==> src/rtl/seg7_scan_ctrl.sv <==
// Multiplexed seven-segment scan controller: shadowed display data, per-digit enable,
// decimal points, leading-zero blanking and PWM brightness. All outputs are registered.
module seg7_scan_ctrl #(
  parameter int DIGITS   = 8,
  parameter int CLK_DIV  = 100000,
  parameter int DIM_BITS = 3
) (
  input  logic                  clk,
  input  logic                  rst_n,
  input  logic                  load,
  input  logic [4*DIGITS-1:0]   value,
  input  logic [DIGITS-1:0]     dp,
  input  logic [DIGITS-1:0]     en_mask,
  input  logic                  lz_blank,
  input  logic [DIM_BITS-1:0]   bright,
  output logic [6:0]            hex,
  output logic                  dp_n,
  output logic [DIGITS-1:0]     AN
);

  localparam int PW = (CLK_DIV > 1) ? $clog2(CLK_DIV) : 1;
  localparam int IW = (DIGITS > 1) ? $clog2(DIGITS) : 1;
  localparam logic [PW-1:0] PRESC_LAST = PW'(CLK_DIV - 1);
  localparam logic [IW-1:0] IDX_LAST   = IW'(DIGITS - 1);

  logic [PW-1:0]       presc_q, presc_d;
  logic [DIM_BITS-1:0] phase_q, phase_d;
  logic [IW-1:0]       idx_q, idx_d;
  logic [4*DIGITS-1:0] shadow_val_q, shadow_val_d;
  logic [DIGITS-1:0]   shadow_dp_q, shadow_dp_d;
  logic [6:0]          hex_q, hex_d;
  logic                dp_n_q, dp_n_d;
  logic [DIGITS-1:0]   an_q, an_d;

  logic                sub_tick;
  logic                slot_end;
  logic [3:0]          cur_nib;
  logic [DIGITS-1:0]   zero_from;
  logic                zero_acc;
  logic                blank_cur;
  logic                active;

  function automatic logic [6:0] seg_decode(input logic [3:0] nib);
    case (nib)
      4'h0: return 7'b1000000;
      4'h1: return 7'b1111001;
      4'h2: return 7'b0100100;
      4'h3: return 7'b0110000;
      4'h4: return 7'b0011001;
      4'h5: return 7'b0010010;
      4'h6: return 7'b0000010;
      4'h7: return 7'b1111000;
      4'h8: return 7'b0000000;
      4'h9: return 7'b0010000;
      4'hA: return 7'b0001000;
      4'hB: return 7'b0000011;
      4'hC: return 7'b1000110;
      4'hD: return 7'b0100001;
      4'hE: return 7'b0000110;
      default: return 7'b0001110;
    endcase
  endfunction

  always_comb begin
    sub_tick = (presc_q == PRESC_LAST);
    presc_d  = sub_tick ? '0 : presc_q + PW'(1);
    phase_d  = sub_tick ? phase_q + DIM_BITS'(1) : phase_q;
    slot_end = sub_tick && (phase_q == '1);
    idx_d    = idx_q;
    if (slot_end) begin
      idx_d = (idx_q == IDX_LAST) ? '0 : idx_q + IW'(1);
    end

    shadow_val_d = load ? value : shadow_val_q;
    shadow_dp_d  = load ? dp : shadow_dp_q;
  end

  // zero_from[i] is set when shadow nibbles i..DIGITS-1 are all zero
  always_comb begin
    zero_acc  = 1'b1;
    zero_from = '0;
    for (int i = DIGITS - 1; i >= 0; i--) begin
      zero_acc     = zero_acc && (shadow_val_q[4*i +: 4] == 4'h0);
      zero_from[i] = zero_acc;
    end
  end

  always_comb begin
    cur_nib   = shadow_val_q[4*idx_q +: 4];
    blank_cur = lz_blank && (idx_q != '0) && zero_from[idx_q];
    active    = (phase_q <= bright) && en_mask[idx_q] && !blank_cur;

    an_d   = '1;
    hex_d  = 7'h7F;
    dp_n_d = 1'b1;
    if (active) begin
      an_d[idx_q] = 1'b0;
      hex_d       = seg_decode(cur_nib);
      dp_n_d      = ~shadow_dp_q[idx_q];
    end
  end

  always_ff @(posedge clk or negedge rst_n) begin
    if (!rst_n) begin
      presc_q      <= '0;
      phase_q      <= '0;
      idx_q        <= '0;
      shadow_val_q <= '0;
      shadow_dp_q  <= '0;
      hex_q        <= 7'h7F;
      dp_n_q       <= 1'b1;
      an_q         <= '1;
    end else begin
      presc_q      <= presc_d;
      phase_q      <= phase_d;
      idx_q        <= idx_d;
      shadow_val_q <= shadow_val_d;
      shadow_dp_q  <= shadow_dp_d;
      hex_q        <= hex_d;
      dp_n_q       <= dp_n_d;
      an_q         <= an_d;
    end
  end

  assign hex  = hex_q;
  assign dp_n = dp_n_q;
  assign AN   = an_q;

endmodule

==> config.mk <==
export PLATFORM = sky130hd
export DESIGN_NAME = seg7_scan_ctrl
export DESIGN_NICKNAME = d
export VERILOG_FILES = /design/src/rtl/seg7_scan_ctrl.sv
export SDC_FILE = /design/constraint.sdc
export NUM_CORES = 1
export LEC_CHECK = 0
export ABC_AREA = 1
export CAP_MARGIN = 20
export CELL_PAD_IN_SITES_DETAIL_PLACEMENT = 1
export CELL_PAD_IN_SITES_GLOBAL_PLACEMENT = 1
export CORE_MARGIN = 2
export CORE_UTILIZATION = 35
export DETAILED_ROUTE_END_ITERATION = 7
export PLACE_DENSITY_LB_ADDON = 0.1
export SLEW_MARGIN = 20
export SYNTH_ARGS = -nofsm -noshare
export SYNTH_HDL_FRONTEND = slang
export SYNTH_SLANG_ARGS = --single-unit
export TNS_END_PERCENT = 20
==> constraint.sdc <==
create_clock -name clk -period 1.95 [get_ports clk]
set_input_delay 0.39 -clock clk [delete_from_list [all_inputs] [get_ports clk]]
set_output_delay 0.39 -clock clk [all_outputs]
set_load 0.005 [all_outputs]
After elaboration in Yosys (flattened, before gate mapping)
Memories as Yosys holds them, arrays and structs flattened.
Index checks and enable logic that the tools add are counted.
Word-level totals
  bits in read-only memories: 112
  memories kept: 1
  flip-flop bits (word level): 79
  bits of input ports: 55
  word-level logic and storage cells: 57
  output and inout port bits: 16
Memory list
  (no name shown): depth 16, bits a word 7, read ports 1, clocked after Yosys merged registers in 0, wr ports 0, RTL line 44  | case (nib)
Cells by class
  shift-type cells: 1
  bitwise gates (word level): 2
  $add $sub $neg: 3
  reduce and logical (&&, ||, !) cells: 23
  equal/unequal tests: 3
  mux-type cells: 13
  $lt $le $gt $ge: 3
Operators with widths (count)
  4-bit logical NOT: 8
  32-bit by 6-bit indexed part select with 4-bit output: 1
  17-bit by 1-bit adder with 17-bit output, second input constant: 1
  17-bit equality test, second input constant: 1
  17-bit 2-to-1 mux: 1
  1-bit logical AND: 13
  1-bit binary-select mux with 3-bit select: 3
  8-bit 2-to-1 mux: 1
  8-bit NOT: 1
  7-bit 2-to-1 mux: 1
  3-bit by 1-bit adder with 3-bit output, second input constant: 2
  3-bit equality test, second input constant: 2
  1-bit 2-to-1 mux: 5
  3-bit by 4-bit less-than comparator with 1-bit output, second input constant: 1
  1-bit demux with 3-bit select: 1
  3-bit by 1-bit greater-or-equal comparator with 1-bit output, second input constant: 1
  3-bit <= comparator: 1
  3-bit 2-to-1 mux: 1
  3-bit nonzero test: 1
  1-bit logical NOT: 1
  1-bit NOT: 1

Longest topological paths before layout
  depth after elaboration: 14
  depth in mapped cells: 15
  gate-level depth less buffers: 14

Least setup slack after synthesis
Ideal clock, no wire load.
  path kind: register to register
  start point: reg idx_q[0]
  end point: reg hex_q[3], in the netlist hex[3]
  clock period less this slack: 1.877 ns
  path slack: 0.073 ns
  library setup time: 0.080 ns
  required time: 1.870 ns
  arrival: 1.797 ns
  path buffers: 2
  cell stages (with the launch flop): 15
  cells stage by stage: dfrtp_1 > buf_4 > buf_2 > o21ai_0 > nand2_1 > nand2_1 > nand2_1 > nand2_1 > inv_1 > ha_1 > nand3b_1 > nand3_1 > nand2_1 > inv_1 > nand2_1
Between the ends
  longest elaborated chain between the ends: 6
  elaborated cells between the ends (all ways): 13
  those cells by class: 1 x shift; 5 x mux; 6 x reduce/logical; 1 x memory
RTL lines
  start: declaration: RTL line 28  | logic [IW-1:0] idx_q, idx_d;
  start signal: assignment: RTL line 116  | idx_q <= idx_d;
  branches (longest 5 deep; another with memory read 16 x 7 bit)
  7-bit 2-to-1 mux *: RTL line 96  | if (active) begin
  named net hex_d[3]: RTL line 31  | logic [6:0] hex_q, hex_d;
  end signal: assignment: RTL line 110  | hex_q <= 7'h7F;
  end signal: assignment: RTL line 119  | hex_q <= hex_d;
  end: declaration: RTL line 31
Mark *: on every way through the listed nets, which the timed path passes. The select of a mux whose other input is x is not followed.
A chain may end at the register's enable or synchronous reset.

Worst setup path in the final report
  start point: reg idx_q[1]
  end point: reg hex_q[3], in the netlist hex[3]
The elaborated chain is that of the path after synthesis.

==> flow_summary.json <==
{
  "clk_path_buf_depth": 2,
  "postSynthCellCount": 530,
  "synth.lib_cells_used.distinct": 31,
  "slowest_stage": "sky130_fd_sc_hd__dfrtp_2",
  "multi_input_gate_area_um2": 1913,
  "ioPinCount": 71,
  "firstDrtPassIters": 4,
  "register_area_um2": 2001,
  "path_delay_family": "simple AND/OR/NAND/NOR gates",
  "syn-num-nets": 600,
  "synthesis.area_per_instance_um2": 7.946,
  "grt_pass1_wl_um": 19480,
  "routed_via_density": 4.784,
  "worst_path_largest_cell_delay_ps": 470,
  "row_count": 40,
  "power_density_over_cell_area_nw_per_um2": 739.2,
  "largest_net_degree_at_the_start_of_global_routing": 63,
  "regToRegStartpoint": "idx_q[1]",
  "die_width_um": 113.7,
  "worst_setup_path_start_kind": "flop",
  "port-buffer-count": 70,
  "detail-route-antenna-nets": 0,
  "clk_pin_slew_worst_paths_ps": 60,
  "worst_ir_drop_vdd_mv": 0.5384,
  "tritoncts.num_buffers": 9,
  "finalCoreUtilization_pct": 47.58,
  "post_synth_most_frequent_cells": "sky130_fd_sc_hd__nand2_1, sky130_fd_sc_hd__dfrtp_1, sky130_fd_sc_hd__inv_1",
  "setup_violations_final": 0,
  "tritoncts_clock_tree": "built",
  "cp_dominant_cell_by_count": "sky130_fd_sc_hd__nand2_1",
  "crit_path_end_kind": "flop",
  "htreeDepth": 3,
  "ys_seq_area_share_pct": 47.42,
  "synth_enable_flop_cells": 0,
  "worst-endpoint-required_ps": 2230,
  "antenna_cells": 0,
  "dp_hpwl_um": 8537,
  "worst_r2r_path_depth": 15,
  "detailroute.via_count": 3722,
  "floorplan.core_area_um2": 11860,
  "timing_hold_violations_final": 0,
  "synth-warning-count": 0,
  "largest_area_contributor_in_the_synthesized_netlist": "sky130_fd_sc_hd__dfrtp_1",
  "rsz0062_at_grt": "yes",
  "die_height_um": 113.7,
  "fillCellCount": 1455,
  "max_freq_mhz": 546.1,
  "critPathMaxFanout": 8,
  "worst_slew_margin_rel_pct": 67.82,
  "cts.sink_count": 79,
  "final_cell_count_no_fill": 778,
  "power_leakage_nw": 2.736,
  "synth.most_common_cell": "sky130_fd_sc_hd__nand2_1",
  "drive_gt1_share_pct": 16.64,
  "routed_wl_um": 11440,
  "clock_latency_on_the_worst_skew_pair_ps": 340,
  "worst-setup-path-type": "reg2reg",
  "maxCapViolCount": 0,
  "yosysTopAreaCellShare_pct": 37.43,
  "crit_path_cell_trace": "nand2_2, nor2_2, nand2_1, nand2_1, nor2_2, inv_1, nor2_1, buf_4, ha_1, nand3_2, nand2_1, nand2_1, nand2_1, inv_1, nand2_1",
  "yosys_register_bits": 79,
  "first_global_vias": 3979,
  "timing.final.max_slew_violations": 0,
  "grt_overflow_total": 0,
  "cts_root_buf": "sky130_fd_sc_hd__clkbuf_16",
  "timing.clock.skew_ps": 8.502,
  "post_synthesis_async_set_or_reset_flop_share_pct": 100.0,
  "final_net_count": 696,
  "place.gp.congestion": 0.8260,
  "dieArea_um2": 12930,
  "dp.cells": 756,
  "track_usage_pct": 19.31,
  "area_delta_synth_final_pct": 34.02,
  "finalCritPeriodShare_pct": 93.91,
  "r2r-end": "hex[3]",
  "drt_iter0_drc": 138,
  "detail_route.drc_violations": 0,
  "hold_class": "in2async",
  "timing_worst_slew_pin_value_ps": 476.0,
  "initial_utilization_pct": 35.51,
  "min_clock_period_post_route_ps": 1831,
  "grt_antenna_before_repair": 0,
  "arrival_ps": 2110,
  "postSynth.topFlopCell": "sky130_fd_sc_hd__dfrtp_1",
  "status": "finished, final reports clean",
  "cp_num_buf_inv": 3,
  "reg2reg_setup_slack_ps": 120,
  "yosys-top-cells-area": "sky130_fd_sc_hd__dfrtp_1, sky130_fd_sc_hd__nand2_1, sky130_fd_sc_hd__dfstp_2",
  "synth_area_um2": 4212,
  "routed_wire_length_per_instance_um": 14.71
}
## sequential cells by signal, summed over array words and instances, names as in the netlist
name          cells
AN                8
dp_n              1
hex               7
idx_q             3
phase_q           3
presc_q          17
shadow_dp_q       8
shadow_val_q     32
## logic make-up (layout without fill, tap and decap cells)
logic type	after synthesis	after routing	share of synthesized area [%]
buf+inv	81	182	7.962
flops	79	79	47.42
xor+xnor	10	10	2.080
fa+ha+maj	15	15	4.456
simple gates	280	280	27.33
compound gates	47	47	5.942
mux	18	18	4.813
## worst reg2reg max path: cells and delay by family (launching register included)
family        cells  cell delay (ps)
fa+ha+maj         1              170
buf+inv           3              230
flops             1              470
simple gates     11              910
## stage by stage
stage               cell area [µm²]  setup slack (ps)  setup TNS (ps)  power (mW)  hold WS (ps)
floorplan                      4212             72.68               0       2.059         94.41
global placement               5231            -128.2           -1984       2.330         383.9
detailed placement             5231            -188.4           -2836       2.347         387.5
CTS                            5558             16.70               0       4.243         17.14
global route                   5644            -37.12          -66.83       4.394         38.63
finish                         5644             118.7               0       4.172         6.158
## layout by cell type, fill, tap and decap left out, types with 13 or more instances in the layout
cell,count
sky130_fd_sc_hd__nand2_1,172
sky130_fd_sc_hd__clkdlybuf4s50_1,68
sky130_fd_sc_hd__inv_1,62
sky130_fd_sc_hd__dfrtp_1,60
sky130_fd_sc_hd__nor2_1,51
sky130_fd_sc_hd__o21ai_0,30
sky130_fd_sc_hd__nand3_1,28
sky130_fd_sc_hd__buf_4,27
sky130_fd_sc_hd__mux2_2,18
sky130_fd_sc_hd__dfstp_2,16
sky130_fd_sc_hd__ha_1,13
## routing by layer
layer	global-route usage, %	vias to the layer above	share of wire (%)	routed length [µm]
li1	-	1851	-	-
met1	24.97	1792	46	5277
met2	32.73	65	49	5575
met3	3.348	14	3.5	405
met4	6.829	0	1.6	184
met5	0	-	0	0
## repair_timing
| item | in CTS | in global routing |
|---|---|---|
| buffers inserted | 0 | 6 |
| endpoints found under the setup margin | 1 | 17 |
| pin swaps | 0 | 3 |
| hold buffers | 0 | 0 |
| gates resized for setup | 1 | 20 |
## where the power goes
part / total (mW) / switching, mW / internal (mW)
Clock: 1.86 / 0.665 / 1.19
Combinational: 0.510 / 0.249 / 0.261
Sequential: 1.81 / 0.0562 / 1.75
Total: 4.17 / 0.970 / 3.20
## worst max-delay path by stage
stage / start / to / slack (ps) / cells past startpoint
after floorplan: idx_q[0] / hex[3] / 70 / 14
after global placement: bright[2] / hex[3] / -130 / 10
after detailed placement: bright[2] / AN[2] / -190 / 10
after CTS: idx_q[0] / hex[3] / 20 / 15
after global routing: idx_q[1] / hex[3] / -40 / 14
final: idx_q[1] / hex[3] / 120 / 15
## final cells by class
cell class,instances,share of cell area (%)
clock buffers,13,4.611
clock inverters,3,1.153
inverters,66,4.478
multi-input cells,370,33.89
flip-flops and latches,79,35.45
well taps,147,3.259
repair buffers,100,17.16
Power figures use the tool's default switching activity.
